[src/rtl/split_pair_adjuster.sv]
// split_pair_adjuster
// Half-wide arithmetic sequencer sitting upstream of a split register pair.
// It reads the pair's always-visible value, computes INC / DEC / ADD / SUB,
// and writes the result back over the half-wide B bus: low half first, then
// the high half with the carry from the low half folded in.
//
// Ports:
//   clk        system clock, state updates on posedge
//   rst_n      asynchronous active-low reset
//   start      request pulse, accepted only in IDLE or DONE
//   cmd        0=INC, 1=DEC, 2=ADD offset, 3=SUB offset
//   offset     operand for ADD/SUB (ignored for INC/DEC)
//   pair_in    current pair value from the register
//   bus_b_out  half-result driven onto the register's B input
//   bus_b_low  strobe: register loads bus_b_out into its low half
//   bus_b_high strobe: register loads bus_b_out into its high half
//   busy       high during the LOW and HIGH write cycles
//   done       one-cycle completion pulse
//   carry_out  raw carry out of the high half (SUB: 1 = no borrow)
//   zero       full result equals zero
module split_pair_adjuster #(
  parameter int HALF_WIDTH = 4
) (
  input  logic                      clk,
  input  logic                      rst_n,
  input  logic                      start,
  input  logic [1:0]                cmd,
  input  logic [2*HALF_WIDTH-1:0]   offset,
  input  logic [2*HALF_WIDTH-1:0]   pair_in,
  output logic [HALF_WIDTH-1:0]     bus_b_out,
  output logic                      bus_b_low,
  output logic                      bus_b_high,
  output logic                      busy,
  output logic                      done,
  output logic                      carry_out,
  output logic                      zero
);

  localparam int PAIR_WIDTH = 2 * HALF_WIDTH;

  typedef enum logic [1:0] {
    ST_IDLE = 2'd0,
    ST_LOW  = 2'd1,
    ST_HIGH = 2'd2,
    ST_DONE = 2'd3
  } state_t;

  state_t                  state_r;
  logic [HALF_WIDTH-1:0]   snap_high_r;   // high half of pair_in at accept
  logic [HALF_WIDTH-1:0]   op_high_r;     // high half of the latched operand
  logic [HALF_WIDTH-1:0]   low_res_r;     // low half result, kept for the zero flag
  logic                    low_carry_r;   // carry from the low half into the high half
  logic [HALF_WIDTH-1:0]   bus_b_out_r;
  logic                    bus_b_low_r;
  logic                    bus_b_high_r;
  logic                    busy_r;
  logic                    done_r;
  logic                    carry_out_r;
  logic                    zero_r;

  logic [PAIR_WIDTH-1:0]   operand_s;
  logic                    cin_s;
  logic [HALF_WIDTH:0]     low_sum_s;
  logic [HALF_WIDTH:0]     high_sum_s;

  // Operand / carry-in selection; SUB is add of the one's complement plus one.
  always_comb begin
    operand_s = {PAIR_WIDTH{1'b0}};
    cin_s     = 1'b0;
    case (cmd)
      2'd0: begin
        operand_s = {{(PAIR_WIDTH-1){1'b0}}, 1'b1};
        cin_s     = 1'b0;
      end
      2'd1: begin
        operand_s = {PAIR_WIDTH{1'b1}};
        cin_s     = 1'b0;
      end
      2'd2: begin
        operand_s = offset;
        cin_s     = 1'b0;
      end
      2'd3: begin
        operand_s = ~offset;
        cin_s     = 1'b1;
      end
      default: begin
        operand_s = {PAIR_WIDTH{1'b0}};
        cin_s     = 1'b0;
      end
    endcase
  end

  // Half adders. The low half is computed at accept time from the live pair
  // (identical to the snapshot in that cycle) so bus_b_out can be a register
  // that is already valid throughout the LOW cycle. The high half only ever
  // uses the snapshot, because pair_in changes after the LOW write.
  always_comb begin
    low_sum_s  = {1'b0, pair_in[HALF_WIDTH-1:0]} + {1'b0, operand_s[HALF_WIDTH-1:0]}
               + {{HALF_WIDTH{1'b0}}, cin_s};
    high_sum_s = {1'b0, snap_high_r} + {1'b0, op_high_r}
               + {{HALF_WIDTH{1'b0}}, low_carry_r};
  end

  // Sequencer: IDLE -> LOW -> HIGH -> DONE, all outputs registered.
  always_ff @(posedge clk or negedge rst_n) begin
    if (!rst_n) begin
      state_r      <= ST_IDLE;
      snap_high_r  <= {HALF_WIDTH{1'b0}};
      op_high_r    <= {HALF_WIDTH{1'b0}};
      low_res_r    <= {HALF_WIDTH{1'b0}};
      low_carry_r  <= 1'b0;
      bus_b_out_r  <= {HALF_WIDTH{1'b0}};
      bus_b_low_r  <= 1'b0;
      bus_b_high_r <= 1'b0;
      busy_r       <= 1'b0;
      done_r       <= 1'b0;
      carry_out_r  <= 1'b0;
      zero_r       <= 1'b0;
    end else begin
      case (state_r)
        ST_IDLE, ST_DONE: begin
          done_r <= 1'b0;
          if (start) begin
            state_r     <= ST_LOW;
            snap_high_r <= pair_in[PAIR_WIDTH-1:HALF_WIDTH];
            op_high_r   <= operand_s[PAIR_WIDTH-1:HALF_WIDTH];
            low_res_r   <= low_sum_s[HALF_WIDTH-1:0];
            low_carry_r <= low_sum_s[HALF_WIDTH];
            bus_b_out_r <= low_sum_s[HALF_WIDTH-1:0];
            bus_b_low_r <= 1'b1;
            busy_r      <= 1'b1;
            // Flags describe the previous result until a new one starts.
            carry_out_r <= 1'b0;
            zero_r      <= 1'b0;
          end else begin
            state_r <= ST_IDLE;
          end
        end
        ST_LOW: begin
          state_r      <= ST_HIGH;
          bus_b_low_r  <= 1'b0;
          bus_b_high_r <= 1'b1;
          bus_b_out_r  <= high_sum_s[HALF_WIDTH-1:0];
        end
        ST_HIGH: begin
          state_r      <= ST_DONE;
          bus_b_high_r <= 1'b0;
          bus_b_out_r  <= {HALF_WIDTH{1'b0}};
          busy_r       <= 1'b0;
          done_r       <= 1'b1;
          carry_out_r  <= high_sum_s[HALF_WIDTH];
          zero_r       <= (low_res_r == {HALF_WIDTH{1'b0}}) &&
                          (high_sum_s[HALF_WIDTH-1:0] == {HALF_WIDTH{1'b0}});
        end
        default: begin
          state_r      <= ST_IDLE;
          bus_b_low_r  <= 1'b0;
          bus_b_high_r <= 1'b0;
          busy_r       <= 1'b0;
          done_r       <= 1'b0;
        end
      endcase
    end
  end

  assign bus_b_out  = bus_b_out_r;
  assign bus_b_low  = bus_b_low_r;
  assign bus_b_high = bus_b_high_r;
  assign busy       = busy_r;
  assign done       = done_r;
  assign carry_out  = carry_out_r;
  assign zero       = zero_r;

endmodule

[config.mk]
export PLATFORM = sky130hd
export DESIGN_NAME = split_pair_adjuster
export DESIGN_NICKNAME = d
export VERILOG_FILES = /design/src/rtl/split_pair_adjuster.sv
export SDC_FILE = /design/constraint.sdc
export NUM_CORES = 1
export LEC_CHECK = 0
export ABC_AREA = 1
export CORE_ASPECT_RATIO = 0.8
export CORE_MARGIN = 2
export CORE_UTILIZATION = 45
export CTS_CLUSTER_DIAMETER = 80
export DETAILED_ROUTE_END_ITERATION = 12
export PLACE_DENSITY = 0.72
export SYNTH_ARGS = -nofsm -noshare
export SYNTH_HDL_FRONTEND = slang
export SYNTH_SLANG_ARGS = --single-unit
[constraint.sdc]
create_clock -name clk -period 1.9 [get_ports clk]
set_input_delay 0.285 -clock clk [delete_from_list [all_inputs] [get_ports clk]]
set_output_delay 0.285 -clock clk [all_outputs]
set_load 0.02 [all_outputs]
==> results.tsv <==
metric	value	unit
outcome	complete, no violations	
fin_setup_tns	0	ps
firstDrtPassIters	4	
critPathKind	flop to flop	
area_growth	29.0	%
final_common_cell	nand2_1	
tightest_slew	319	ps
p_seq_frac	0.324	
peakVddDrop	0.642	mV
grt_overflow	0	
synthDistinctLibCells	26	
synth_top_area_share	0.427	
cts_sinks	25	
place_area	1830	um^2
gp_congestion	0.773	
drc	0	
cell_internal_pwr	1.63	mW
totalWireLength	3070	um
clock_latency	270	ps
rsz0062_at_grt	yes	
tritoncts	yes	
track_usage	0.186	
routedWlPerCell	12.2	um
ctsHoldBuffers	0	
dp_hpwl	2390	um
fin_crit_sh	0.952	
via_count	1271	
switching_share	0.446	
slew-limit-headroom	0.787	
ioPinCount	31	
cp-start-kind	flop	
fin_area	1890	um^2
report.power.total	2.94	mW
setup.worst_path.start	low_carry_r	
h-tree-depth	1	
hold_viol	0	
grt_pass1_wl	5110	um
grt_pass1_vias	1202	
ant_nets	0	
hold_path.class	input pin to asynchronous set/reset pin	
fp.dieW	67.8	um
comb_power_share	0.568	
worstPathArrival	2020	ps
fmax	553	MHz
fp-row-count	18	
p_sw	1.31	mW
clockRootBuffer	clkbuf_8	
die_y	55.1	um
layout.nets	246	
worstPathRequired	2120	ps
r2r_start	low_carry_r	
max_cap_viol_count	0	
coreArea	3110	um^2
synth-async-reset-ratio	1.00	
pwr_density_cell	1550	nW/um^2
grt_max_degree	26	
antenna_found_initial	0	
cp_max_fo	2	
synth_warnings	0	
leakagePower	0.939	nW
syn_area	1470	um^2
synth_area_leaders	dfrtp_1, nand2_1, ha_1, fa_1, o21ai_0	
clk_pin_slew_worst_paths	90	ps
cts_buffers	3	
vias_per_cell	5.06	
pwr-share-clk	0.108	
fin_ws	90.3	ps
end_kind	flop	
synth-seq-cells	25	
period_minus_slack	1810	ps
synth_ff_type	dfrtp_1	
start_util	0.472	
syn_nets	208	
post-place-ws	-564	ps
avgSynthCellArea	8.43	um^2
layout_common_cells	nand2_1, clkdlybuf4s50_1, dfrtp_1	
drtIter0Drc	71	
syn_inst	174	
setup_violations	0	
finalClockSkew	1.27	ps
drive_gt1_frac	0.166	
clock_path_buffers	2	
synth_edf_count	0	
post-cts-setup-buffers	0	
n_antenna_cell	0	
io_buffers	30	
timing.final.max_slew_violations	0	
ys_seq_area_frac	0.427	
yosysTopAreaCell	dfrtp_1	
die_area	3730	um^2
==> stage by stage <==
| step | hold WS, ps | std cells | util |
|---|---|---|---|
| 3_3_place_gp | 462 | 247 | 0.588 |
| 2_1_floorplan | -10.6 | 174 | - |
| 6_report | 390 | 251 | 0.609 |
| 4_1_cts | 394 | 251 | 0.610 |
| 5_1_grt | 411 | 251 | 0.609 |
| 3_5_place_dp | 468 | 247 | 0.588 |
==> kinds of logic after synthesis <==
family | count (synthesis) | synth area share
and+or+nand+nor | 77 | 0.223
AOI/OAI and AO/OA | 32 | 0.120
buffers and inverters | 25 | 0.0870
DFF | 25 | 0.427
adders and majority gates | 13 | 0.131
xor gates and xnor gates | 2 | 0.0119
==> worst max-delay path, cell delays in order, from the launching register on <==
cell and delay (ps):
dfrtp_1 410, fa_2 420, fa_1 480, nor2_1 120, nand3_1 90, nor3_2 120
nand2_1 70, nand2_1 60
==> final cells by class <==
class | instances | area, um^2
fillers | 271 | 1220
clock buffers | 3 | 41.3
flip-flops and latches | 25 | 626
inverters | 21 | 86.3
clock inverters | 1 | 5.00
multi-input cells | 124 | 739
repair buffers | 37 | 344
well taps | 40 | 50.0
==> power groups by stage <==
stage	Combinational, mW	Clock, mW	Sequential (mW)
detailed placement	1.63	0	0.962
global placement	1.59	0	0.949
CTS	1.67	0.323	0.956
finish	1.67	0.318	0.953
floorplan	1.10	0	1.03
global route	1.87	0.344	0.986
==> cell usage after synthesis (2+ instances only) <==
cell type and n:
inv_1 16, nand3_1 9, dfrtp_1 25, buf_6 3, o21ai_0 13, nor2_1 7, o21ai_1 4, a21oi_2 3
fa_1 4, a21oi_1 10, inv_2 2, nand2_1 55, nand2_2 2, ha_1 9
==> worst paths after layout <==
kind	end	slack [ps]	depth (start not counted)
min	low_res_r[2]	390	2
min reg2reg	bus_b_out[3]	480	2
min in group clk	bus_b_out[3]	480	2
max in group asynchronous	snap_high_r[1]	1270	2
max	zero	90	7
max reg2reg	zero	90	7
==> layer usage <==
metal  GRT usage  vias to the layer above  routed length (um)
li1            -                      628                   -
met2       0.330                       46                1490
met1       0.237                      591                1370
met4      0.0800                        0                  51
met3      0.0182                        6                 156
met5           0                        -                   0
==> flip-flops by register name, indices dropped and copies added, names as in the netlist <==
name         flops
low_carry_r      1
bus_b_out        4
op_high_r        4
carry_out        1
low_res_r        4
bus_b_low        1
bus_b_high       1
done             1
zero             1
snap_high_r      4
busy             1
state_r          2
==> timing repair <==
| item | in CTS | in global routing |
|---|---|---|
| pin swaps | 4 | 2 |
| resized for setup | 15 | 2 |
| endpoints found under the setup margin | 8 | 4 |
No activity file was read; power rests on OpenSTA's default activity.
==> edit: new RTL, same settings <==
Set the parameter `HALF_WIDTH` to 6 (it was 4).
--- a/src/rtl/split_pair_adjuster.sv
+++ b/src/rtl/split_pair_adjuster.sv
@@ -19,7 +19,7 @@
 //   carry_out  raw carry out of the high half (SUB: 1 = no borrow)
 //   zero       full result equals zero
 module split_pair_adjuster #(
-  parameter int HALF_WIDTH = 4
+  parameter int HALF_WIDTH = 6
 ) (
   input  logic                      clk,
   input  logic                      rst_n,
Ports: changed (resized bus_b_out, offset and pair_in); port bits go from 31 to 41. No check against the original RTL was run, so the function may have changed too.
==> edit against the original RTL <==
- power grew 44%
- sequential cell count is 8 higher
- via count is 43% higher
- utilization up 1.9 points
- highest routed layer unchanged
- final area rose by 40%
- cell count grew 47%
- wire length rose by 46%
- clock skew is essentially flat
- setup slack improved by 0.033 ns
- synthesized area up 36%
- combinational power up 48%
- clock power grew 63%
==> edit: results (changes against the original RTL) <==
Run status
  – Outcome: complete, no violations

Logic synthesis
  – Sequential-to-total area share from yosys stat: 41.5% (-1.2 points)
  – Most frequent cells after synthesis: nand2_1 (81), dfrtp_1 (33), inv_1 (28)
  – Top_reg_cell synth: dfrtp_1
  – Syn. warnings: 0 (unchanged)
  – Synthesized Nets: 302 (+45%)
  – Synth unique cells: 26 (unchanged)
  – Asr flop ratio synth: 100% (unchanged)
  – Largest cells by area after synthesis: dfrtp_1 (41%), nand2_1 (15%), ha_1 (8.2%)
  – Average size of a mapped cell: 7.78 µm² (-7.7%)

Layout
  – Layout cell share with drive strength beyond 1: 12.9% (-3.7 points)
  – Finished Layout Cells: 368 (+47%)
  – # diodes: 0 (unchanged)

Placed design
  – Port bufs: 40 (+33%)
  – Estimated wirelength of the detail-placed design: 3.41 mm (+43%)
  – Placed insts: 360 (+46%)
  – GP Congestion: 0.908 (+17%)
  – DP Worst Slack: -0.579 ns (-0.0148 ns)
  – Placed cell area: 2520 µm² (+38%)

Worst setup path
  – R2R Setup Slk: 0.13 ns (+0.04 ns)
  – Worst Path Max Fanout: 3 (+1)
  – Reg-to-reg startpoint: snap_high_r[0]$_DFFE_PN0P_
  – R2R cell count: 7 (unchanged)
  – Data arrival, critical path: 1.98 ns (-0.04 ns)
  – R2r endpoint: zero$_DFFE_PN0P_

Power
  – Peak supply drop: 0.000924 V (+44%)
  – P_leak: 1.34 nW (+43%)

Drt
  – DRT Pass-1 Iters: 4 (unchanged)
  – DR iter-0 viols: 81 (+14%)
  – Routed WL: 4.47 mm (+46%)
  – Drt via density: 4.94 (-2.5%)

Clock tree
  – CTS max path bufs: 2 (unchanged)
  – CTS root buf: clkbuf_8
  – Worst-path clk slew: 0.06 ns (-0.03 ns)
  – Num CTS Buffers: 5 (+2)
  – Max H-tree Level: 2 (+1)
  – Clock Latency Late Sink: roughly 0.28 ns

Timing
  – Worst-Margin Slew: 0.408 ns (+0.0894 ns)
  – Period utilization: 93.5% (-1.7 points)
  – Skew final: 0.00172 ns (+0.000451 ns)

Global route
  – First-pass GRT wire length: 7.76 mm (+52%)
  – Initial antenna violation count: 0 (unchanged)
  – Overall Global Routing Usage: 20.0% (+1.4 points)
  – Vias in the first global route: 1744 (+45%)
  – Largest net degree at the start of global routing: 34 (+31%)

Min path
  – Hold/Removal Path Class: in2async
edit: kinds of logic (layout without fill, tap and decap cells):
family	count (synthesis)	count (layout)	share of synthesized area [%]
flops	33	33	41.5
simple gates	123	123	25.7
fa+ha+maj	17	17	12.2
buf+inv	37	92	7.85
xor+xnor	3	3	1.32
compound gates	43	43	11.5
edit: critical path: stages:
cell	delay, ns
dlygate4sd2_1	0.27
nand2_1	0.10
fa_2	0.38
fa_2	0.38
nand3b_1	0.19
nand2_1	0.09
nand2_2	0.06
nand2_1	0.06
nand2_1	0.04
a21oi_1	0.13
edit: repair_timing:
action / CTS / global route
buffers inserted: 0 / 1
resized for setup: 14 / 9
hold buffers: 0 / 0
pin swaps: 7 / 3
setup endpoints to repair: 11 / 12
edit: power breakdown:
group	total [mW]	leakage (nW)	internal, mW	switching [mW]
Combinational	2.47	0.889	1.00	1.47
Sequential	1.25	0.405	1.05	0.201
Clock	0.518	0.0443	0.287	0.232
Total	4.24	1.34	2.34	1.90
edit: stage by stage:
stage | hold WS [ns] | util (%) | setup TNS (ns)
after floorplan | -0.0106 | - | 0
after global placement | 0.467 | 59.7 | -4.81
after detailed placement | 0.469 | 59.7 | -5.64
after CTS | 0.424 | 62.0 | 0
after global routing | 0.451 | 62.8 | 0
final | 0.412 | 62.8 | 0
edit: cell type report:
cell class / instances / area [µm²]
flip-flops and latches: 33 / 826
fillers: 372 / 1580
well taps: 57 / 71.3
repair buffers: 54 / 498
clock buffers: 7 / 86.3
multi-input cells: 186 / 1060
inverters: 31 / 116
edit: worst max path at each step:
stage	from	end	cells after the start
after global placement	cmd[0]	low_carry_r$_DFFE_PN0P_	11
after floorplan	cmd[0]	low_carry_r$_DFFE_PN0P_	10
after CTS	cmd[0]	low_carry_r$_DFFE_PN0P_	11
after detailed placement	cmd[0]	bus_b_out[4]$_DFFE_PN0P_	10
final	cmd[1]	low_carry_r$_DFFE_PN0P_	10
after global routing	offset[0]	low_carry_r$_DFFE_PN0P_	12
edit: routing by layer:
| layer | vias up | GRT usage, % | routed length (µm) | share of wire (%) |
|---|---|---|---|---|
| met4 | 0 | 5.26 | 85 | 1.9 |
| met2 | 40 | 33.2 | 2020 | 45 |
| met5 | - | 0 | 0 | 0 |
| met1 | 832 | 27.0 | 2190 | 49 |
| li1 | 936 | - | - | - |
| met3 | 9 | 3.87 | 179 | 4.0 |
